--- src/rtl/bcd_adder_serial_n_digits.sv ---
// ---------------------------------------------------------------------------
// bcd_adder_serial_n_digits
//
// Sequential multi-digit BCD adder. Two packed BCD operands are captured on
// a start strobe and summed one digit per clock, least-significant first,
// using the 1-digit rule: if the binary digit sum exceeds 9, subtract 10 and
// carry. Results are presented under a start/busy/done handshake.
//
// Parameters:
//   DIGITS  number of BCD digits per operand (1..16)
//
// Ports:
//   clk     system clock, rising edge
//   reset   synchronous, active-high reset
//   start   request strobe, sampled only while idle
//   X, Y    packed BCD operands, digit i at [4i+3:4i]
//   cin     carry into digit 0
//   sub     subtract mode (only when BCD_SUB_EN is defined)
//   busy    high while digits are being processed
//   done    one-cycle pulse when S/cout/error are valid
//   S       packed BCD sum
//   cout    carry out of the most significant digit
//   error   a captured operand digit was greater than 9
//
// Optional feature macro: BCD_SUB_EN (adds the sub input; nines-complement
// subtraction with forced initial carry).
// ---------------------------------------------------------------------------
module bcd_adder_serial_n_digits #(
  parameter int DIGITS = 4
) (
  input  logic                  clk,
  input  logic                  reset,
  input  logic                  start,
  input  logic [4*DIGITS-1:0]   X,
  input  logic [4*DIGITS-1:0]   Y,
  input  logic                  cin,
`ifdef BCD_SUB_EN
  input  logic                  sub,
`endif
  output logic                  busy,
  output logic                  done,
  output logic [4*DIGITS-1:0]   S,
  output logic                  cout,
  output logic                  error
);

  localparam int IDX_W = $clog2(DIGITS) + 1;
  localparam logic [IDX_W-1:0] LAST_IDX = IDX_W'(DIGITS - 1);

  typedef enum logic [1:0] {IDLE, ADD, DONE} state_t;

  state_t               state;
  logic [4*DIGITS-1:0]  a_q;
  logic [4*DIGITS-1:0]  b_q;
  logic                 c_q;
  logic [IDX_W-1:0]     idx;
  logic [4:0]           dsum;
  logic                 sub_now;

  // One BCD digit step: returns {carry, digit}. For t in 10..19 the low
  // nibble of t-10 equals t[3:0]-10 modulo 16.
  function automatic logic [4:0] digit_add(input logic [3:0] a,
                                           input logic [3:0] b,
                                           input logic       c);
    logic [4:0] t;
    t = {1'b0, a} + {1'b0, b} + {4'b0000, c};
    if (t > 5'd9)
      return {1'b1, t[3:0] - 4'd10};
    else
      return {1'b0, t[3:0]};
  endfunction

  function automatic logic has_bad(input logic [4*DIGITS-1:0] v);
    logic bad;
    bad = 1'b0;
    for (int k = 0; k < DIGITS; k++)
      if (v[4*k +: 4] > 4'd9) bad = 1'b1;
    return bad;
  endfunction

  function automatic logic [4*DIGITS-1:0] nines(input logic [4*DIGITS-1:0] v);
    logic [4*DIGITS-1:0] r;
    r = '0;
    for (int k = 0; k < DIGITS; k++)
      r[4*k +: 4] = 4'd9 - v[4*k +: 4];
    return r;
  endfunction

`ifdef BCD_SUB_EN
  assign sub_now = sub;
`else
  assign sub_now = 1'b0;
`endif

  // Operands are shifted right each ADD cycle, so the current digit is
  // always in the low nibble.
  assign dsum = digit_add(a_q[3:0], b_q[3:0], c_q);

  always_ff @(posedge clk) begin
    if (reset) begin
      state <= IDLE;
      busy  <= 1'b0;
      done  <= 1'b0;
      S     <= '0;
      cout  <= 1'b0;
      error <= 1'b0;
      a_q   <= '0;
      b_q   <= '0;
      c_q   <= 1'b0;
      idx   <= '0;
    end else begin
      case (state)
        IDLE: begin
          if (start) begin
            a_q  <= X;
            b_q  <= sub_now ? nines(Y) : Y;
            c_q  <= sub_now ? 1'b1 : cin;
            idx  <= '0;
            S    <= '0;
            cout <= 1'b0;
            // The check looks at the raw Y digits, before any complementing.
            if (has_bad(X) || has_bad(Y)) begin
              error <= 1'b1;
              done  <= 1'b1;
              state <= DONE;
            end else begin
              error <= 1'b0;
              busy  <= 1'b1;
              state <= ADD;
            end
          end
        end
        ADD: begin
          for (int k = 0; k < DIGITS; k++)
            if (idx == IDX_W'(k)) S[4*k +: 4] <= dsum[3:0];
          a_q <= a_q >> 4;
          b_q <= b_q >> 4;
          c_q <= dsum[4];
          idx <= idx + IDX_W'(1);
          if (idx == LAST_IDX) begin
            cout  <= dsum[4];
            busy  <= 1'b0;
            done  <= 1'b1;
            state <= DONE;
          end
        end
        DONE: begin
          done  <= 1'b0;
          state <= IDLE;
        end
        default: begin
          busy  <= 1'b0;
          done  <= 1'b0;
          state <= IDLE;
        end
      endcase
    end
  end

endmodule

--- config.mk ---
export PLATFORM = sky130hd
export DESIGN_NAME = bcd_adder_serial_n_digits
export DESIGN_NICKNAME = d
export VERILOG_FILES = /design/src/rtl/bcd_adder_serial_n_digits.sv
export SDC_FILE = /design/constraint.sdc
export NUM_CORES = 1
export LEC_CHECK = 0
export CAP_MARGIN = 5
export CORE_UTILIZATION = 35
export CTS_BUF_LIST = sky130_fd_sc_hd__clkbuf_16
export DETAILED_ROUTE_END_ITERATION = 6
export GPL_ROUTABILITY_DRIVEN = 0
export MAX_ROUTING_LAYER = met4
export PLACE_DENSITY = 0.62
export RECOVER_POWER = 50
export REMOVE_ABC_BUFFERS = 1
export SLEW_MARGIN = 20
export SYNTH_ARGS = -nofsm -noshare
export SYNTH_HDL_FRONTEND = slang
export SYNTH_SLANG_ARGS = --single-unit
--- constraint.sdc ---
create_clock -name clk -period 7.8 [get_ports clk]
set_clock_uncertainty 0.2 [all_clocks]
set_input_delay 0.78 -clock clk [delete_from_list [all_inputs] [get_ports clk]]
set_output_delay 0.78 -clock clk [all_outputs]
set_load 0.01 [all_outputs]
==> reports/results.ini, run 1 <==
[grt]
antenna_found_initial=0
grt_max_degree=61
grt_first_pass_wirelength_um=10390
grt_pass1_vias=2154
grt_use_total=0.1814
grt-ovfl-total=0

[floorplanning]
initial_core_util=0.3621
die_x_um=88.63
dieArea_sq_mm=0.007854
rows=31
die_h_um=88.63
core_sq_mm=0.007253
ios=56

[power_and_ir_drop]
p_switching_uw=200.0
power_frac_comb=0.142
intPower_uw=611.0
leakage_uw=0.001377
ir_drop_mv=0.1487
p_total_uw=811.0
switching_share=0.2466
powerDensity_mw_per_mm2=230.2
power.share.sequential=0.400
power_frac_clock=0.458

[critical_path]
cp_slowest_stage_delay_ps=1760
cp-start-kind=input pin
crit_chain=clkbuf_1, nor2_1, nand3_1, o22ai_1, o21a_1
slowest_stage=clkbuf_1
required_ps=7810
crit_buf_inv=1
critical_path_arrival_ps=3640
crit_type=input pin to register
r2r_end=S[14]
r2r_start=a_q[0]
crit_family=buffers and inverters
crit_start=reset
critPathMaxFanout=60
r2r_slack_ps=4490
cp-end-kind=register
r2r_cells=9

[logic_synthesis]
synth-seq-cells=58
async_reset_ff_frac=0
synth_top_area_cell=dfxtp_1
ys_types=36
synth-warning-count=0
yosysTopAreaCellShare=0.4421
seq_area_frac_synth=0.4421
synth_area_leaders=dfxtp_1, nand2_1, a311oi_1
avgSynthCellArea_sq_um=8.259
synthCells=318
synth_flop_cell=dfxtp_1
netlist_area_sq_mm=0.002626
synth_edf_count=0

[detailed_routing]
dr.pass1.iters=4
drt_iter0_markers=110
wl_per_cell_um=13.29
vias_per_cell=5.062
drt-total-wl_um=6232
vias=2374
ant_nets=0
drt_drc_violations_left=0

[sta]
rsz0062_at_grt=false
timing.fmax_ghz=0.2758
slew_viol_final=61
hold_violations=0
relSlewSlack=-0.6921
worst_pin_slew_ps=2538
setup_tns_ps=0
setup_violations=0
period_share=0.4648
period_needed_ps=3626

[clock_tree]
root_buffer=clkbuf_16
numClockSinks=58
ctsResizeCount=0
cts_buffers=9
ctsHoldBuffers=0
path_clk_slew_ps=50
h-tree-depth=3
cts.path.max_buffers=2
clkLatencyLatePin_ps=320
cts_tree=done
cts_setup_buffers=0

[min_path]
hold_start=S[4]
whs_path_depth=2
min_to=S[4]
hp-class=register to register

[cells_and_area]
ff_latch_area_sq_mm=0.001161
multi_input_area_sq_mm=0.001364
area_growth_pct=34.16
drive_above_1_share=0.05676
antenna_cells=0
n_fill_cell=734
nets=412

[place]
dp_hpwl_um=4214
numPortBuffers=55

[outcome]
failed_checks=max-capacitance violations, max-slew violations
outcome=finished with violations

[flow_run]
drv_cap=1

-- state kept, by name, summed over array words and instances (netlist names) --
signal / cells
idx: 3
done: 1
S: 16
cout: 1
a_q: 16
busy: 1
error: 1
b_q: 16
c_q: 1
state: 2
-- cell families (layout without fill, tap and decap cells) --
kind of cell    count (synthesis)  count (layout)  share of synthesized area
buf+inv                        29              81                    0.04145
simple gates                  135             135                     0.2273
flops                          58              58                     0.4421
mux                             1               1                   0.005715
xor+xnor                        1               1                   0.003336
compound gates                 83              83                     0.2220
fa+ha+maj                      11              11                    0.05812
-- layout by cell type (no fill, tap or decap), types with 8 or more instances in the layout --
cell type        Yosys  layout
a21oi_1             12      12
clkdlybuf4s50_1      0      34
ha_1                 9       9
a311oi_1            24      24
dfxtp_1             58      58
clkbuf_16            0       9
nand3b_1            11      11
inv_1                8       8
dlygate4sd3_1        0      20
a22oi_1             10      10
o21ai_0             19      19
nand2_1             57      57
nor2_1              47      45
-- per-layer routing --
metal  wire length [um]  vias to the layer above  global-route usage
li1                   -                     1219                   -
met1               3000                     1083              0.2372
met2               2827                       62              0.2685
met3                293                       10             0.03918
met4                110                        0             0.08065
met5                  0                        -                   -
-- power by group through the flow --
stage                     combinational [uW]  clock [uW]  sequential [uW]
after floorplan                         67.6           0              329
after global placement                   115           0              330
after detailed placement                 116           0              330
after CTS                                116         379              324
after global routing                     128         393              326
final                                    116         371              324
-- worst max path at each step --
stage / to / slack (ps) / cells after the start
3_3_place_gp: S[14] / 4570 / 9
6_report: S[1] / 4170 / 5
4_1_cts: S[14] / 4510 / 9
2_1_floorplan: c_q / 4640 / 4
5_1_grt: S[1] / 3870 / 5
3_5_place_dp: S[14] / 4530 / 9
-- metrics by stage --
step / instances / area (sq um) / hold WS, ps / setup slack [ps] / utilization
3_3_place_gp: 453 / 3237 / 244.9 / 4569 / 0.4463
5_1_grt: 469 / 3523 / 286.7 / 3873 / 0.4858
4_1_cts: 469 / 3522 / 258.4 / 4509 / 0.4856
6_report: 469 / 3523 / 253.0 / 4174 / 0.4858
2_1_floorplan: 297 / 2547 / 250.2 / 4636 / -
3_5_place_dp: 453 / 3237 / 250.9 / 4528 / 0.4463
-- cell usage after synthesis, types with 2 or more instances --
| cell type | instances |
|---|---|
| a211oi_1 | 3 |
| a21oi_1 | 12 |
| a22oi_1 | 10 |
| a311oi_1 | 24 |
| and2_1 | 2 |
| clkbuf_1 | 21 |
| dfxtp_1 | 58 |
| fa_1 | 2 |
| ha_1 | 9 |
| inv_1 | 8 |
| nand2_1 | 57 |
| nand2b_1 | 7 |
| nand3_1 | 2 |
| nand3b_1 | 11 |
| nand4_1 | 2 |
| nor2_1 | 47 |
| nor2b_1 | 2 |
| o21a_1 | 4 |
| o21ai_0 | 19 |
| o22ai_1 | 2 |
-- layout make-up --
class,count,area share
multi-input cells,231,0.3871
inverters,8,0.008523
clock inverters,7,0.01705
clock buffers,9,0.06392
well taps,99,0.03516
repair buffers,57,0.1587
flip-flops and latches,58,0.3295
-- worst reg2reg max path, delay by kind of cell (launching register included) --
family / cells / cell delay, ps
fa+ha+maj: 3 / 1190
compound gates: 3 / 790
mux: 1 / 360
flops: 1 / 320
xor+xnor: 1 / 200
simple gates: 1 / 150
(Power assumes the default switching activity.)
==> run 2, diff against run 1 <==
- PLACE_DENSITY: 0.62 -> 0.64
- clock period: 7.8 -> 3.1 ns (I/O delays scaled with it)
==> run 2 against run 1 <==
The flow now finishes without violations. Core utilization up 0.78 points. Cell area up 1.6%. Power rose to 2.5 times the previous value. Critical path depth up 4. Flip-flop and latch count unchanged. Largest power group unchanged. Highest routed layer unchanged.
==> reports/results.ini, run 2 (synthesized netlist as in run 1, its figures left out) <==
[sta]
relSlewSlack=0.2626
period_needed_ps=3030
worst_pin_slew_ps=1106
rsz0062_at_grt=true
hold_violations=0
timing.fmax_ghz=0.3301
setup_violations=0
period_share=0.9773
slew_viol_final=0
setup_tns_ps=0
holdWs_ps=205.9

[place]
dp.cells=459
dp_hpwl_um=4286
numPortBuffers=55

[critical_path]
required_ps=3140
critPathMaxFanout=4
r2r_slack_ps=70
crit_type=register to register
r2r_start=a_q[0]
cp-end-kind=register
crit_family=adder cells
cp_slowest_stage_delay_ps=540
cp-start-kind=register
crit_buf_inv=1
crit_chain=fa_2, fa_2, inv_1, ha_1, nor2b_1, a31o_1, o31a_1, mux2_4, o31ai_2
r2r_cells=9
cpMostUsedCell=fa_2
critical_path_arrival_ps=3070
r2r_end=S[14]
slowest_stage=fa_2

[grt]
grt_pass1_vias=2271
grt_max_degree=60
grt-ovfl-total=0
grt_use_total=0.1807
antenna_found_initial=0
grt_first_pass_wirelength_um=10390

[cells_and_area]
fin_cells=476
area_growth_pct=36.30
largestRegisters=S x16, a_q x16, b_q x16
final_cell_mix=dfxtp_1, nand2_1, nor2_1, clkdlybuf4s50_1, a311oi_1
fin_util=0.4935
final_common_cell=dfxtp_1
antenna_cells=0
nets=419
drive_above_1_share=0.07692

[detailed_routing]
wl_per_cell_um=13.01
vias=2364
drt_iter0_markers=130
drt-total-wl_um=6194
dr.pass1.iters=5
ant_nets=0
vias_per_cell=4.966
drt_drc_violations_left=0

[power_and_ir_drop]
powerDensity_mw_per_mm2=577.1
power_frac_clock=0.455
p_total_uw=2066
power.share.sequential=0.395
ir_drop_mv=0.2955
leakage_uw=0.001399
switching_share=0.2473
intPower_uw=1555
power_frac_comb=0.150
p_switching_uw=511.0

[floorplanning]
die_x_um=88.63
die_h_um=88.63
initial_core_util=0.3621
core_sq_mm=0.007253
rows=31
ios=56
dieArea_sq_mm=0.007854

[min_path]
hp-class=input pin to register
hold_start=reset
min_to=S[2]
whs_path_depth=4

[clock_tree]
numClockSinks=58
ctsHoldBuffers=0
cts_tree=done
cts.path.max_buffers=2
cts_buffers=9
h-tree-depth=3
path_clk_slew_ps=50
clkLatencyLatePin_ps=320
root_buffer=clkbuf_16

[outcome]
outcome=completed

[flow_run]
drv_cap=0

-- run 2: worst max path at each step --
stage | from | to | slack, ps | depth (start not counted)
after floorplan | a_q[0] | S[14] | 90 | 9
after global placement | a_q[0] | S[14] | 40 | 9
after detailed placement | a_q[0] | S[14] | -30 | 9
after CTS | a_q[0] | S[14] | 30 | 9
after global routing | a_q[0] | S[14] | -30 | 9
final | a_q[0] | S[14] | 70 | 9
-- run 2: metrics by stage --
step           instance area [sq um]  setup slack (ps)
2_1_floorplan                   2547             91.95
3_3_place_gp                    3282             38.28
3_5_place_dp                    3282            -30.50
4_1_cts                         3572             30.73
5_1_grt                         3580            -29.61
6_report                        3580             70.43
-- run 2: worst register-to-register path, cell delays in order (launching register included) --
cell     delay, ps
dfxtp_1        330
fa_2           410
fa_2           540
inv_1           70
ha_1           210
nor2b_1        150
a31o_1         210
o31a_1         300
mux2_4         340
o31ai_2        200
-- run 2: what timing repair did --
action | in CTS | in global routing
cloned | 0 | 0
endpoints found under the setup margin | 7 | 12
pin swaps | 0 | 2
setup buffers | 0 | 1
gates resized for setup | 2 | 2
-- run 2: cell type report --
cell class	instances	area, sq um
Timing Repair Buffer	64	605.6
Clock buffer	9	225.2
Clock inverter	7	60.06
Fill cell	727	3674
Inverter	8	30.03
Multi-Input combinational cell	231	1374
Tap cell	99	123.9
Sequential cell	58	1161
-- run 2: power groups by stage --
stage          clock, uW  sequential [uW]  combinational (uW)
6_report             939              816                 311
5_1_grt              987              822                 345
4_1_cts              961              817                 307
3_5_place_dp           0              831                 303
3_3_place_gp           0              830                 298
2_1_floorplan          0              827                 170
-- run 2: layer usage --
layer  vias to the layer above  global-route usage  share of wire
li1                       1231                   -              -
met1                      1063              0.2201           0.47
met2                        61              0.2769           0.47
met3                         9             0.03638          0.038
met4                         0              0.1056          0.020
met5                         -                   -              0
